**src/rtl/id_pipe.sv**
```systemverilog
// id_pipe: registered instruction decode stage with skid buffer and address-to-memory bubble
module id_pipe #(
  parameter int GW = 5,
  parameter int FW = 4,
  parameter int CW = 8,
  parameter int IW = 2 + 2 * GW + FW,
  parameter int REG_AH = 2,
  parameter int REG_AL = 3,
  parameter int REG_MEM = 4,
  parameter int ADDR_GAP = 1
) (
  input  logic          CLK,
  input  logic          RST,
  input  logic          flush,
  input  logic          in_valid,
  output logic          in_ready,
  input  logic [IW-1:0] PRG,
  output logic          out_valid,
  input  logic          out_ready,
  output logic [1:0]    INS,
  output logic [GW-1:0] G1,
  output logic [FW-1:0] FNC,
  output logic [GW-1:0] G2,
  output logic          G3,
  output logic [CW-1:0] CNS,
  output logic          aH,
  output logic          aL,
  output logic          w,
  output logic          r
);
  localparam int GAPW = $clog2(ADDR_GAP + 2);
  logic o_v, s_v, xfer, fire, load, to_skid;
  logic [IW-1:0] skid, nw;
  logic [GAPW-1:0] gap;
  logic [1:0] d_ins;
  logic [GW-1:0] d_g1, d_g2;
  assign in_ready = !s_v;
  assign xfer = in_valid & in_ready;
  assign out_valid = o_v & !((r | w) & (gap != '0));
  assign fire = out_valid & out_ready;
  assign load = !o_v | fire;
  assign to_skid = xfer & (!load | s_v);
  assign nw = s_v ? skid : PRG;
  assign d_ins = nw[IW-1 -: 2];
  assign d_g1 = nw[IW-3 -: GW];
  assign d_g2 = nw[GW-1:0];
  // OUT, SKID and gap counter; flush drops stored words but never blocks the outgoing handshake
  always_ff @(posedge CLK or posedge RST) begin
    if (RST) begin
      o_v <= 1'b0;
      s_v <= 1'b0;
      skid <= '0;
      gap <= '0;
      INS <= '0;
      G1 <= '0;
      FNC <= '0;
      G2 <= '0;
      G3 <= 1'b0;
      CNS <= '0;
      aH <= 1'b0;
      aL <= 1'b0;
      w <= 1'b0;
      r <= 1'b0;
    end else if (flush) begin
      o_v <= 1'b0;
      s_v <= 1'b0;
      gap <= '0;
    end else begin
      if (load) o_v <= s_v | xfer;
      if (load && (s_v || xfer)) begin
        INS <= d_ins;
        G1 <= d_g1;
        FNC <= nw[IW-3-GW -: FW];
        G2 <= d_g2;
        G3 <= nw[IW-2];
        CNS <= nw[CW-1:0];
        aH <= (d_ins != 2'b11) && (d_g1 == GW'(REG_AH));
        aL <= (d_ins != 2'b11) && (d_g1 == GW'(REG_AL));
        w <= (d_ins != 2'b11) && (d_g1 == GW'(REG_MEM));
        r <= !d_ins[1] && (d_g2 == GW'(REG_MEM));
      end
      s_v <= (s_v & !load) | to_skid;
      if (to_skid) skid <= PRG;
      gap <= (fire && (aH || aL)) ? GAPW'(ADDR_GAP) : (gap != '0) ? gap - 1'b1 : gap;
    end
  end
endmodule

```
**config.mk**
```make
export PLATFORM = sky130hd
export DESIGN_NAME = id_pipe
export DESIGN_NICKNAME = d
export VERILOG_FILES = /design/src/rtl/id_pipe.sv
export SDC_FILE = /design/constraint.sdc
export NUM_CORES = 1
export LEC_CHECK = 0
export CAP_MARGIN = 40
export CORE_UTILIZATION = 51
export CTS_CLUSTER_SIZE = 16
export DETAILED_ROUTE_END_ITERATION = 12
export MAX_ROUTING_LAYER = met4
export PLACE_DENSITY = 0.84
export SETUP_SLACK_MARGIN = 0.2
export SYNTH_ARGS = -nofsm -noshare
export SYNTH_HDL_FRONTEND = slang
export SYNTH_SLANG_ARGS = --single-unit
export TNS_END_PERCENT = 50
```
**constraint.sdc**
```tcl
create_clock -name CLK -period 3.85 [get_ports CLK]
set_input_delay 0.77 -clock CLK [delete_from_list [all_inputs] [get_ports CLK]]
set_output_delay 0.77 -clock CLK [all_outputs]
set_load 0.01 [all_outputs]
```
==> results of run 1 <==
==> cell type report <==
class / count / area (sq um) / area share (%)
Sequential cell: 40 / 1000 / 40.4
Multi-Input combinational cell: 106 / 751 / 30.3
Timing Repair Buffer: 55 / 544 / 21.9
Tap cell: 46 / 57.6 / 2.32
Inverter: 9 / 33.8 / 1.36
Clock inverter: 2 / 10.0 / 0.404
Clock buffer: 6 / 82.6 / 3.33
==> routing by layer <==
layer | track usage, % | routed length [microns] | up-vias
met5 | - | 0 | -
met4 | 9.01 | 51 | 0
met3 | 6.75 | 219 | 6
met2 | 35.5 | 1820 | 48
met1 | 25.0 | 1680 | 683
li1 | - | - | 688
==> through the flow <==
step / instance area [sq um] / power (W)
finish: 2480 / 0.00135
global route: 2480 / 0.00143
CTS: 2480 / 0.00136
detailed placement: 2390 / 0.00107
global placement: 2380 / 0.00105
floorplan: 1890 / 0.000878
==> cells in the final DEF, fill, tap and decap left out <==
cell type        netlist  final
mux2_2                16     16
nand2b_1               1      1
nor4bb_1               1      1
o21a_1                 1      1
buf_4                 11      3
a22o_1                 1      1
ha_1                   1      1
o22ai_1                3      3
nor4b_1                1      1
or3b_1                 1      1
a2111oi_0              1      1
and3b_1                1      1
a22oi_1                1      1
o21ai_0                2      2
mux2i_1               15     15
nor2_1                23     23
inv_1                  9      9
nand2_1                7      7
dfrtp_1               40     40
clkinv_2               0      2
nand4_1                1      1
nor4_1                 2      2
clkbuf_8               0      6
nand3_1                2      2
o22a_1                 1      1
nor3_1                 1      1
o211ai_1               1      1
a31oi_1                2      2
clkdlybuf4s50_1        0     51
a21oi_1               17     17
xor2_1                 1      1
a32oi_1                1      1
buf_6                  0      1
a311oi_4               0      1
==> state kept, by name, indices dropped and copies added (netlist names), 2 cells and up <==
name and flops:
FNC 4, G1 5, G2 4, INS 2, gap 2, skid 16
==> report_power, final <==
part	switching [W]	internal, W
Sequential	0.0000950	0.000544
Clock	0.000142	0.000143
Combinational	0.000173	0.000250
==> cells by family after synthesis <==
group	count (synthesis)
buf+inv	26
mux	31
xor+xnor	1
flops	40
fa+ha+maj	1
compound gates	32
simple gates	41
==> worst paths after layout <==
kind,endpoint,depth (start not counted),startpoint
worst min register to register,skid[7],1,skid[7]
worst min-delay path,skid[7],1,skid[7]
max in group asynchronous,gap[1],3,RST
worst max register to register,aH,7,gap[0]
worst max-delay path,out_valid,4,gap[0]
min in group asynchronous,G2[0],3,RST
==> synthesized netlist by cell type, types with 2 or more instances <==
cell type / count
nand3_1: 2
o21ai_0: 2
buf_4: 11
nor4_1: 2
o22ai_1: 3
nor2_1: 23
nand2_1: 7
mux2_2: 16
a21oi_1: 17
mux2i_1: 15
buf_2: 5
a31oi_1: 2
inv_1: 9
dfrtp_1: 40
==> impl_metrics.env, run 1 <==
export IMPL_syn_inst=172
export IMPL_die_area_sq_um=3940
export IMPL_drc=0
export IMPL_cts_setup_buffers=0
export IMPL_dp_hpwl_mm=2.65
export IMPL_num_vias=1425
export IMPL_clock_latency_ns=0.29
export IMPL_routed_wl_mm=3.78
export IMPL_synth_seq_area_share_pct=53.1
export IMPL_fp_row_count=21
export IMPL_finalSetupTns_ns=0
export IMPL_synth_xor_area_share_pct=0.464
export IMPL_drv_cap=0
export IMPL_cp_end_kind="primary output"
export IMPL_cts_tree="done"
export IMPL_fmax_ghz=0.403
export IMPL_vias_per_cell=5.40
export IMPL_ys_types=32
export IMPL_overflow=0
export IMPL_areaGrowthSynthToFinish_pct=31.5
export IMPL_grt_pass1_vias=1421
export IMPL_fp_dieH_microns=62.8
export IMPL_gp_congestion=0.758
export IMPL_outcome="completed"
export IMPL_hp_class="reg -> reg"
export IMPL_start_util_pct=54.8
export IMPL_clk_pin_slew_ns=0.07
export IMPL_finish_utilization_pct=72.0
export IMPL_cts_hold_buf=0
export IMPL_ff2ff_setup_slack_ns=1.96
export IMPL_cts_resized_gates=0
export IMPL_drt_iter0_markers=54
export IMPL_synthAdderAreaFrac_pct=0.664
export IMPL_post_route_min_period_ns=2.48
export IMPL_pre_cts_ws_ns=1.13
export IMPL_fillers=258
export IMPL_grt_max_degree=41
export IMPL_worst_setup_path_start_kind="flip-flop"
export IMPL_clk_path_buf_depth=2
export IMPL_finClkSkew_ns=0.00519
export IMPL_first_pass_iters=4
export IMPL_yosys_warnings=0
export IMPL_cts_sinks=40
export IMPL_whs_ns=0.512
export IMPL_syn_area_sq_um=1890
export IMPL_ir_drop_v=0.000367
export IMPL_wl_per_cell_microns=14.3
export IMPL_crit_buf_inv=2
export IMPL_grt_first_pass_wirelength_mm=6.41
export IMPL_cts_root_buf="clkbuf_8"
export IMPL_synthSimpleGateAreaFrac_pct=10.0
export IMPL_dp_cells=256
export IMPL_core_sq_um=3440
export IMPL_crit_family="buffers and inverters"
export IMPL_htree_levels=2
export IMPL_synth_top_area_share_pct=53.1
export IMPL_crit_path_top_delay_cell="clkdlybuf4s50_1"
export IMPL_grt_usage_pct=21.8
export IMPL_worstMarginPinSlew_ns=0.643
export IMPL_critPathKind="reg -> out"
export IMPL_io_pins=52
export IMPL_arrival_ns=1.71
export IMPL_path_max_fanout=6
export IMPL_drive_gt1_share_pct=13.3
export IMPL_finalSetupViolations=0
export IMPL_synth_compound_area_share_pct=10.6
export IMPL_async_reset_ff_share_pct=100
export IMPL_synth_main_ff_cell="dfrtp_1"
export IMPL_ant_nets=0
export IMPL_synth_edf_count=0
export IMPL_path_cells="inv_1 -> ha_1 -> o21a_1 -> clkdlybuf4s50_1"
export IMPL_port_buffers=51
export IMPL_diodes=0
export IMPL_synthMuxAreaShare_pct=17.5
export IMPL_syn_area_per_cell_sq_um=11.0
export IMPL_leakagePower_nw=1.01
export IMPL_hold_violations=0
export IMPL_antenna_found_initial=0
export IMPL_synth_seq_cells=40
export IMPL_report_final_slew_viol_count=0
export IMPL_cts_buffers=5
export IMPL_synth_top_family_by_area="multiplexers"
export IMPL_period_share_pct=64.4
export IMPL_power_density_nw_per_um2=543
export IMPL_fin_cells=264
export IMPL_rsz0062_at_grt="no"
export IMPL_yosysTopAreaCell="dfrtp_1"
export IMPL_slew_headroom_pct=56.0
export IMPL_synth_area_leaders="dfrtp_1 (53%), mux2_2 (9.6%), mux2i_1 (8.0%)"
export IMPL_setup_slack_ns=1.37
export IMPL_nNetsFinal=239
export IMPL_cp_required_ns=3.08
export IMPL_die_w_microns=62.8
export IMPL_syn_nets=194
export IMPL_cpPeakStageDelay_ns=0.53
(Power assumes the default switching activity.)
==> run 2: changes to the inputs <==
--- a/config.mk
+++ b/config.mk
@@ -6,11 +6,11 @@
 export NUM_CORES = 1
 export LEC_CHECK = 0
 export CAP_MARGIN = 40
-export CORE_UTILIZATION = 51
+export CORE_UTILIZATION = 43
 export CTS_CLUSTER_SIZE = 16
 export DETAILED_ROUTE_END_ITERATION = 12
 export MAX_ROUTING_LAYER = met4
-export PLACE_DENSITY = 0.84
+export PLACE_DENSITY = 0.76
 export SETUP_SLACK_MARGIN = 0.2
 export SYNTH_ARGS = -nofsm -noshare
 export SYNTH_HDL_FRONTEND = slang
==> constraint.sdc (replaced) <==
create_clock -name CLK -period 2.1 [get_ports CLK]
set_input_delay 0.42 -clock CLK [delete_from_list [all_inputs] [get_ports CLK]]
set_output_delay 0.42 -clock CLK [all_outputs]
set_load 0.01 [all_outputs]
==> run 2 against run 1 <==
Global-route usage is 2.8 points lower. Non-clock buffer count up 9. Register-to-register slack worse by 1.7 ns. Design area grew 6.5%. Wire length grew 19%. Count of clock-buffer cells in the layout unchanged. Worst setup slack got worse by 1.1 ns. First-iteration DRC count rose to 2.8 times the previous value. Via count up 3.7%. Critical endpoint is now in_ready. Largest cell class unchanged.
==> impl_metrics.env, run 2 (same netlist as run 1, synthesis figures left out) <==
export IMPL_outcome="completed"
export IMPL_die_w_microns=68.2
export IMPL_nNetsFinal=248
export IMPL_cp_required_ns=1.68
export IMPL_hold_path_depth=1
export IMPL_top_regs="skid (16), G1 (5)"
export IMPL_setup_slack_ns=0.224
export IMPL_overflow=0
export IMPL_rsz0062_at_grt="yes"
export IMPL_drt_iter0_markers=150
export IMPL_slew_headroom_pct=66.3
export IMPL_period_share_pct=89.3
export IMPL_io_pins=52
export IMPL_clock_latency_ns=0.30
export IMPL_critPathKind="reg -> out"
export IMPL_dp_hpwl_mm=2.68
export IMPL_ff2ff_path_depth=6
export IMPL_clk_pin_slew_ns=0.08
export IMPL_p_total_w=0.00252
export IMPL_power_frac_seq_pct=46.6
export IMPL_drive_gt1_share_pct=16.8
export IMPL_start_util_pct=45.8
export IMPL_post_route_min_period_ns=1.88
export IMPL_power_switching_w=0.000780
export IMPL_grt_max_degree=41
export IMPL_p_sw_share_pct=31.0
export IMPL_vias_per_cell=5.36
export IMPL_wl_per_cell_microns=16.2
export IMPL_mostFrequentLayoutCell="clkdlybuf4s50_1"
export IMPL_cts_tree="done"
export IMPL_diodes=0
export IMPL_cp_end_kind="primary output"
export IMPL_grt_pass1_vias=1284
export IMPL_hp_class="reg -> reg"
export IMPL_pre_cts_ws_ns=-0.0504
export IMPL_worst_setup_path_start_kind="flip-flop"
export IMPL_cts_buffers=5
export IMPL_fmax_ghz=0.533
export IMPL_grt_usage_pct=19.0
export IMPL_die_area_sq_um=4650
export IMPL_p_clk_share_pct=19.5
export IMPL_cts_sinks=40
export IMPL_routed_wl_mm=4.47
export IMPL_fillers=333
export IMPL_largest_reg_flops=16
export IMPL_regMostFlops="skid"
export IMPL_first_pass_iters=5
export IMPL_worstMarginPinSlew_ns=0.505
export IMPL_drv_cap=0
export IMPL_report_final_slew_viol_count=0
export IMPL_core_sq_um=4120
export IMPL_multi_input_area_sq_um=767
export IMPL_ant_nets=0
export IMPL_comb_power_share_pct=33.9
export IMPL_clk_path_buf_depth=2
export IMPL_fp_row_count=23
export IMPL_num_vias=1478
export IMPL_drc=0
export IMPL_arrival_ns=1.46
export IMPL_areaGrowthSynthToFinish_pct=40.0
export IMPL_ir_drop_v=0.000476
export IMPL_grt_first_pass_wirelength_mm=6.22
export IMPL_port_buffers=51
export IMPL_power_density_nw_per_um2=953
export IMPL_intPower_w=0.00174
export IMPL_fp_dieH_microns=68.2
export IMPL_finClkSkew_ns=0.00530
export IMPL_path_max_fanout=6
export IMPL_hold_violations=0
export IMPL_htree_levels=2
export IMPL_gp_congestion=0.777
export IMPL_antenna_found_initial=0
export IMPL_register_area_sq_um=1000
export IMPL_leakagePower_nw=1.09
export IMPL_cts_root_buf="clkbuf_8"
export IMPL_final_cell_mix="clkdlybuf4s50_1 (49), dfrtp_1 (40), nor2_1 (23)"
export IMPL_cts_hold_buf=0
export IMPL_finalSetupViolations=0
[run 2: cell count changes in the layout (fill, tap and decap cells not counted), sizes merged]
cell	previous run	this run
clkdlybuf4s50	51	49
buf	4	10
dlygate4sd2	0	1
dlymetal6s2s	0	1
clkinv	2	1
clkbuf	6	9
[run 2: worst max-delay path, stage by stage, from the launching register on]
cell and delay [ns]:
dfrtp_1 0.45, inv_1 0.16, clkdlybuf4s50_1 0.55
[run 2: repair_timing]
action / CTS / global route
resized for setup: 2 / 5
gates cloned: 0 / 5
buffers inserted: 0 / 1
pin swaps: 0 / 1
setup endpoints to repair: 1 / 5
[run 2: per-layer routing]
layer / vias up / share of wire (%) / global-route usage [%]
met5: - / 0 / -
met4: 0 / 1.4 / 7.03
met3: 6 / 3.9 / 5.17
met2: 43 / 48 / 27.9
met1: 728 / 47 / 24.9
li1: 701 / - / -
[run 2: final timing paths]
path                          from  endpoint  slack, ns
max in group asynchronous      RST  skid[13]       1.20
max reg2reg                      r     G1[1]       0.26
min                        skid[5]   skid[5]       0.51
max                            s_v  in_ready       0.22
min reg2reg                skid[5]   skid[5]       0.51
min in group asynchronous      RST   skid[5]       0.55
[run 2: area by class of cell]
type,count,area share (%)
sequential,40,37.9
multi-input combinational,106,29.1
timing repair buffer,64,26.4
clock buffer,6,2.75
tap,50,2.37
inverter,9,1.28
clock inverter,1,0.190
[run 2: stage by stage]
stage	cell area, sq um	hold WS, ns	setup TNS (ns)	util [%]	std cells
floorplan	1890	0.479	0	-	172
global placement	2440	0.487	-0.0227	59.2	263
detailed placement	2440	0.495	-0.105	59.2	263
CTS	2510	0.512	0	61.1	270
global route	2640	0.539	0	64.2	276
finish	2640	0.513	0	64.2	276
[run 2: power by group through the flow]
stage	Combinational [W]	Clock, W	Sequential (W)
2_1_floorplan	0.000429	0	0.00118
3_3_place_gp	0.000764	0	0.00117
3_5_place_dp	0.000787	0	0.00118
4_1_cts	0.000793	0.000494	0.00117
5_1_grt	0.000934	0.000529	0.00121
6_report	0.000854	0.000490	0.00117
==> run 3: changes to the inputs <==
--- a/config.mk
+++ b/config.mk
@@ -7,6 +7,7 @@
 export LEC_CHECK = 0
 export CAP_MARGIN = 40
 export CORE_UTILIZATION = 43
+export CTS_BUF_LIST = sky130_fd_sc_hd__clkbuf_4 sky130_fd_sc_hd__clkbuf_8 sky130_fd_sc_hd__clkbuf_16
 export CTS_CLUSTER_SIZE = 16
 export DETAILED_ROUTE_END_ITERATION = 12
 export MAX_ROUTING_LAYER = met4
==> run 3 against run 2 <==
Non-clock buffer count unchanged. Utilization up 0.091 points. Die area is the same. Register-to-register slack barely moved. Clock skew about the same. Highest routed layer unchanged. Maximum frequency is essentially flat.
==> impl_metrics.env, run 3 (same netlist as run 1, synthesis figures left out) <==
export IMPL_clk_pin_slew_ns=0.08
export IMPL_first_pass_iters=5
export IMPL_leakagePower_nw=1.09
export IMPL_clock_latency_ns=0.29
export IMPL_cp_required_ns=1.68
export IMPL_critPathKind="reg -> out"
export IMPL_cts_sinks=40
export IMPL_finalSetupViolations=0
export IMPL_dp_cells=263
export IMPL_setup_slack_ns=0.224
export IMPL_finClkSkew_ns=0.00545
export IMPL_cp_end_kind="primary output"
export IMPL_top_regs="skid (16), G1 (5)"
export IMPL_port_buffers=51
export IMPL_report_final_slew_viol_count=0
export IMPL_htree_levels=2
export IMPL_num_vias=1482
export IMPL_largest_reg_flops=16
export IMPL_path_max_fanout=6
export IMPL_io_pins=52
export IMPL_worstMarginPinSlew_ns=0.509
export IMPL_overflow=0
export IMPL_crit_buf_inv=2
export IMPL_clk_path_buf_depth=2
export IMPL_dp_hpwl_mm=2.68
export IMPL_final_cell_mix="clkdlybuf4s50_1 (49), dfrtp_1 (40), nor2_1 (23)"
export IMPL_vias_per_cell=5.37
export IMPL_drc=0
export IMPL_grt_first_pass_wirelength_mm=6.22
export IMPL_period_share_pct=89.3
export IMPL_antenna_found_initial=0
export IMPL_fmax_ghz=0.533
export IMPL_grt_pass1_vias=1284
export IMPL_grt_max_degree=41
export IMPL_crit_path_top_delay_cell="clkdlybuf4s50_1"
export IMPL_post_route_min_period_ns=1.88
export IMPL_ir_drop_v=0.000476
export IMPL_areaGrowthSynthToFinish_pct=40.2
export IMPL_ff2ff_path_depth=6
export IMPL_start_util_pct=45.8
export IMPL_outcome="completed"
export IMPL_pre_cts_ws_ns=-0.0504
export IMPL_die_area_sq_um=4650
export IMPL_whs_endpoint="skid[5]"
export IMPL_cpPeakStageDelay_ns=0.55
export IMPL_fp_row_count=23
export IMPL_diodes=0
export IMPL_power_density_nw_per_um2=957
export IMPL_wl_per_cell_microns=16.2
export IMPL_dpl_cell_area_sq_um=2440
export IMPL_fp_dieH_microns=68.2
export IMPL_cts_root_buf="clkbuf_8"
export IMPL_arrival_ns=1.46
export IMPL_nNetsFinal=248
export IMPL_fin_cells=276
export IMPL_rr_endpoint="G1[1]"
export IMPL_hold_violations=0
export IMPL_worst_setup_path_start_kind="flip-flop"
export IMPL_crit_family="buffers and inverters"
export IMPL_hp_class="reg -> reg"
export IMPL_drv_cap=0
export IMPL_drive_gt1_share_pct=17.3
export IMPL_slew_headroom_pct=66.1
export IMPL_hold_path_depth=1
export IMPL_drt_iter0_markers=150
export IMPL_mostFrequentLayoutCell="clkdlybuf4s50_1"
export IMPL_path_cells="inv_1 -> clkdlybuf4s50_1"
export IMPL_ant_nets=0
export IMPL_design_area_sq_um=2640
export IMPL_regMostFlops="skid"
export IMPL_die_w_microns=68.2
export IMPL_rsz0062_at_grt="yes"
export IMPL_routed_wl_mm=4.48
export IMPL_cp_startpoint="s_v"
export IMPL_r2r_start="r"
export IMPL_core_sq_um=4120
export IMPL_finish_utilization_pct=64.2
export IMPL_gp_congestion=0.777
export IMPL_cts_tree="done"
export IMPL_grt_usage_pct=19.0
export IMPL_ff2ff_setup_slack_ns=0.26
export IMPL_fillers=331
export IMPL_cts_buffers=5
export IMPL_hp_start="skid[5]"
run 3: cell count changes in the layout (fill, tap and decap cells not counted):
| cell | change |
|---|---|
| clkbuf_1 | -1 |
| clkbuf_4 | +1 |
run 3: worst max-delay path by stage:
stage / to / cells after the start
2_1_floorplan: skid[0] / 6
3_3_place_gp: aH / 6
3_5_place_dp: aH / 6
4_1_cts: in_ready / 2
5_1_grt: aH / 5
6_report: in_ready / 2
run 3: per-stage QoR:
step	TNS (ns)	total power, W	hold WS (ns)
after CTS	0	0.00247	0.512
after global placement	-0.0227	0.00194	0.487
after global routing	0	0.00268	0.539
final	0	0.00253	0.513
after floorplan	0	0.00161	0.479
after detailed placement	-0.105	0.00197	0.495
run 3: routing by layer:
| layer | wire length (microns) | share of wire (%) | GRT usage, % |
|---|---|---|---|
| met4 | 62 | 1.4 | 7.03 |
| met5 | 0 | 0 | - |
| met3 | 175 | 3.9 | 5.17 |
| met2 | 2140 | 48 | 27.9 |
| met1 | 2100 | 47 | 24.9 |
run 3: where the power goes:
part | internal [W] | switching (W)
Combinational | 0.000512 | 0.000342
Sequential | 0.000998 | 0.000174
Clock | 0.000239 | 0.000264
Total | 0.00175 | 0.000780
run 3: final cells by class:
type / count / area, sq um / area share (%)
clock buffers: 6 / 76.3 / 2.89
flip-flops and latches: 40 / 1000 / 37.9
inverters: 9 / 33.8 / 1.28
multi-input cells: 106 / 767 / 29.0
clock inverters: 1 / 5.00 / 0.189
repair buffers: 64 / 698 / 26.4
well taps: 50 / 62.6 / 2.37
run 3: what timing repair did:
action / CTS / global route
buffers inserted: 0 / 1
pin swaps: 0 / 1
gates resized for setup: 2 / 5
setup endpoints to repair: 1 / 5
cloned: 0 / 5
hold buffers: 0 / 0
==> RTL edit 1: new RTL, flow settings as in run 2 <==
`GW`: 5 -> 6.
--- a/src/rtl/id_pipe.sv
+++ b/src/rtl/id_pipe.sv
@@ -2,3 +2,3 @@
 module id_pipe #(
-  parameter int GW = 5,
+  parameter int GW = 6,
   parameter int FW = 4,
Ports: changed (resized G1, G2 and PRG); port bits go from 52 to 56. The function was not compared with the original's and may differ.
==> RTL edit 1 against run 2 <==
  * Total power is 5.3% higher
  * Core utilization is 0.71 points higher
  * Final area is 11% higher
  * Sequential cell count up 4
  * Synthesized cell count increased by 6.4%
  * Setup slack better by 41 ps
  * Routed wire length fell by 0.47%
  * Area after synthesis increased by 11%
  * Critical endpoint unchanged
==> RTL edit 1: results (changes against run 2) <==
| Metric | Value |
|---|---|
| Status | finished, final reports clean |
| Worst VDD drop | 0.4697 mV (-1.3%) |
| Post-cts resize count | 6 (+4) |
| Met2 WL | 2.184 mm (+2.2%) |
| GP Congestion | 0.9067 (+17%) |
| Nets | 273 (+10%) |
| Clk_lat worst skew | 290 ps |
| Clk buf depth | 2 (unchanged) |
| PortBufs | 55 (+7.8%) |
| Top Registers | skid x18, G1 x6, G2 x5 |
| Layout cells sized above 1 | 0.2200 (+0.05186) |
| Seq/Total Area, Yosys | 0.5273 (-0.003594) |
| Post-Place Setup Slack | -164.7 ps (-114.2 ps) |
| WL met3 | 153 um (-13%) |
| Max-Slew Margin vs Limit | 0.6922 (+0.02961) |
| Crit path DAT | 1410 ps (-50 ps) |
| Dpl cells | 289 (+9.9%) |
| Placed cell areas | 2761 um2 (+13%) |
| 1st-pass router iterations | 4 (-1) |
| Drt first-iter violations | 73 (-51%) |
| Global routing usage on met2 | 0.3187 (+0.03925) |
| Worst Skew | 2.931 ps (-2.367 ps) |
| Sequential share of power | 0.478 (+0.012) |
| Met1 usage | 0.2502 (+0.0007608) |
| Yosys cell types | 30 (-6.3%) |
| Max incr delay on CP | 530 ps (-20 ps) |
| Syn Nets | 207 (+6.7%) |
| Synth top area cells | dfrtp_1 53%, mux2_2 10%, mux2i_1 8.1%, a21oi_1 5.0%, nor2_1 4.0% |
| Hold crit path type | input pin to async pin |
| Via Count | 1597 (+8.1%) |
| Routed len/inst | 14.75 um (-9.0%) |
| Leak | 1.193 nW (+9.9%) |
| M3 GR Usage | 0.03376 (-0.01791) |
| Pwr Total | 0.002649 W (+5.3%) |
| Yosys warnings | 0 (unchanged) |
| CTS H-tree lvls | 2 (unchanged) |
| Met1 WL | 2.023 mm (-3.6%) |
| First-pass GRT wire length | 7.603 mm (+22%) |
| Crit Path Max Fanout | 7 (+1) |
| Worst setup path class | flop to output port |
| Setup repair bufs after CTS | 1 (+1) |
| Post-synthesis cell count | 183 (+6.4%) |
| R2r worst-path depth | 7 (+1) |
| Synth top cells by count | 44 x dfrtp_1, 22 x nor2_1, 21 x a21oi_1 |
| GRT Total Usage | 0.1981 (+0.008062) |
| Ant diodes | 0 (unchanged) |
| DPL Wire Length | 3.215 mm (+20%) |
| Largest net degree at the start of global routing | 25 (-39%) |
| Comb power frac | 0.319 (-0.020) |
| Switching pwr | 0.0007743 W (-0.79%) |
| Top delay family on crit path | buffers and inverters |
| Non-filler cells, final | 302 (+9.4%) |
[RTL edit 1: path summary, 6_finish.rpt]
path	start	to	slack, ps
hold / removal	RST	skid[3]	460
min in group CLK	skid[6]	skid[6]	510
setup reg to reg	gap[0]	r	280
setup / recovery	s_v	in_ready	270
hold reg to reg	skid[6]	skid[6]	510
max in group asynchronous	RST	s_v	1150
[RTL edit 1: cells by family (layout without fill, tap and decap cells)]
group                    Yosys count  after routing  share of synthesized area
AND/OR/NAND/NOR                   46             46                     0.1222
flip-flops                        44             44                     0.5273
multiplexers                      36             36                     0.1839
AO/OA/AOI/OAI                     31             31                    0.08808
buffers and inverters             24             91                    0.06831
adder cells (fa/ha/maj)            1              1                   0.005991
XOR/XNOR                           1              1                   0.004195
[RTL edit 1: layout make-up]
type,count,area [um2]
clock buffer,8,90.09
fill,354,1583
inverter,7,26.28
multi-input combinational,115,873.3
sequential,44,1102
tap,52,65.06
timing repair buffer,76,764.5
==> RTL edit 2: new RTL, settings of run 2 <==
Made on the original files. Reset style: synchronous (`RST`), changed in one clocked block.
--- a/src/rtl/id_pipe.sv
+++ b/src/rtl/id_pipe.sv
@@ -47,3 +47,3 @@
   // OUT, SKID and gap counter; flush drops stored words but never blocks the outgoing handshake
-  always_ff @(posedge CLK or posedge RST) begin
+  always_ff @(posedge CLK) begin
     if (RST) begin
Behaviour: differs if RST is asserted again (counterexample within 4 cycles, from zero or initial values and one cycle with RST high); with RST held inactive, the same outputs for 10 cycles.
==> RTL edit 2 against run 2 <==
  * Sequential cell count did not move
  * Global-route usage rose by 2.3 points
  * Final area fell by 1.0%
  * Routed wire length fell by 2.5%
  * Setup slack improved by 34 ps
  * Critical path depth did not move
  * Area after synthesis rose by 1.3%
  * Via count rose by 12%
  * Critical path type unchanged
  * Critical endpoint unchanged
  * Highest routed layer unchanged
Power is not compared: it rests on default switching activity, and its combinational part moved more than twofold at a synthesized area within 25%.
==> RTL edit 2: results (changes against run 2) <==
| Metric | Value |
|---|---|
| Status | finished, final reports clean |
| Placed cell areas | 2487 um2 (+2.1%) |
| WL met3 | 164 um (-6.3%) |
| Yosys cell types | 40 (+25%) |
| Post-synthesis compound-gate area fraction | 0.2104 (+0.1048) |
| R2r worst-path depth | 4 (-2) |
| Via Count | 1661 (+12%) |
| Max Clk Rate | 0.5429 GHz (+1.8%) |
| XOR/XNOR share of the synthesized area | 0.004587 (-0.00005783) |
| Via/cell ratio | 5.142 (-4.0%) |
| Max incr delay on CP | 500 ps (-50 ps) |
| Ys flop type | dfxtp_1 |
| Async SR Flop Fraction | 0 (-1.000) |
| Crit path DAT | 1420 ps (-40 ps) |
| Post-Place Setup Slack | -4.863 ps (+45.58 ps) |
| Worst reg-to-reg setup slack | 380 ps (+120 ps) |
| Fin Hold WS | 496.7 ps (-16.13 ps) |
| DRT Wirelength | 4.360 mm (-2.5%) |
| Min-Delay Path Depth | 2 (+1) |
| Synth top area cells | dfxtp_1 42%, nor2_1 10%, mux2i_1 8.4%, a211oi_1 7.1%, buf_4 3.5% |
| Met1 WL | 2.280 mm (+8.7%) |
| Met2 WL | 1.843 mm (-14%) |
| Nets | 294 (+19%) |
| GP Congestion | 0.8511 (+9.6%) |
| Largest net degree at the start of global routing | 19 (-54%) |
| 1st-pass router iterations | 4 (-1) |
| Vias in the first global route | 1431 (+11%) |
| Max-Slew Margin vs Limit | 0.7297 (+0.06705) |
| Worst Skew | 5.149 ps (-0.1496 ps) |
| Global routing usage on met2 | 0.2831 (+0.003676) |
| GRT Total Usage | 0.2134 (+0.02339) |
RTL edit 2: changes by cell type in the layout (fill, tap and decap cells not counted), sizes merged, moves of 4 or more:
cell and delta:
dfrtp -40, dfxtp +40, nor2 +29, o21ai +7, nand2 +5, a21oi -14
mux2 -16, a22o +4, a211oi +18, buf +4
RTL edit 2: layout make-up:
type	count	area, um2	share of cell area
Sequential cell	40	802.0	0.3068
Clock inverter	3	47.55	0.01819
Timing Repair Buffer	65	626.9	0.2398
Clock buffer	5	68.82	0.02633
Multi-Input combinational cell	151	972.2	0.3719
Tap cell	50	62.56	0.02393
Inverter	9	33.78	0.01292
RTL edit 2: worst paths after layout:
path	start	endpoint
worst max-delay path	s_v	in_ready
worst min-delay path	skid[8]	skid[8]
worst max register to register	r	aH
worst min register to register	skid[8]	skid[8]
RTL edit 2: power by group:
part           switching (W)  internal [W]  leakage [nW]
clock               0.000289      0.000358        0.0583
sequential         0.0000195      0.000784         0.326
combinational       0.000121      0.000147         0.549
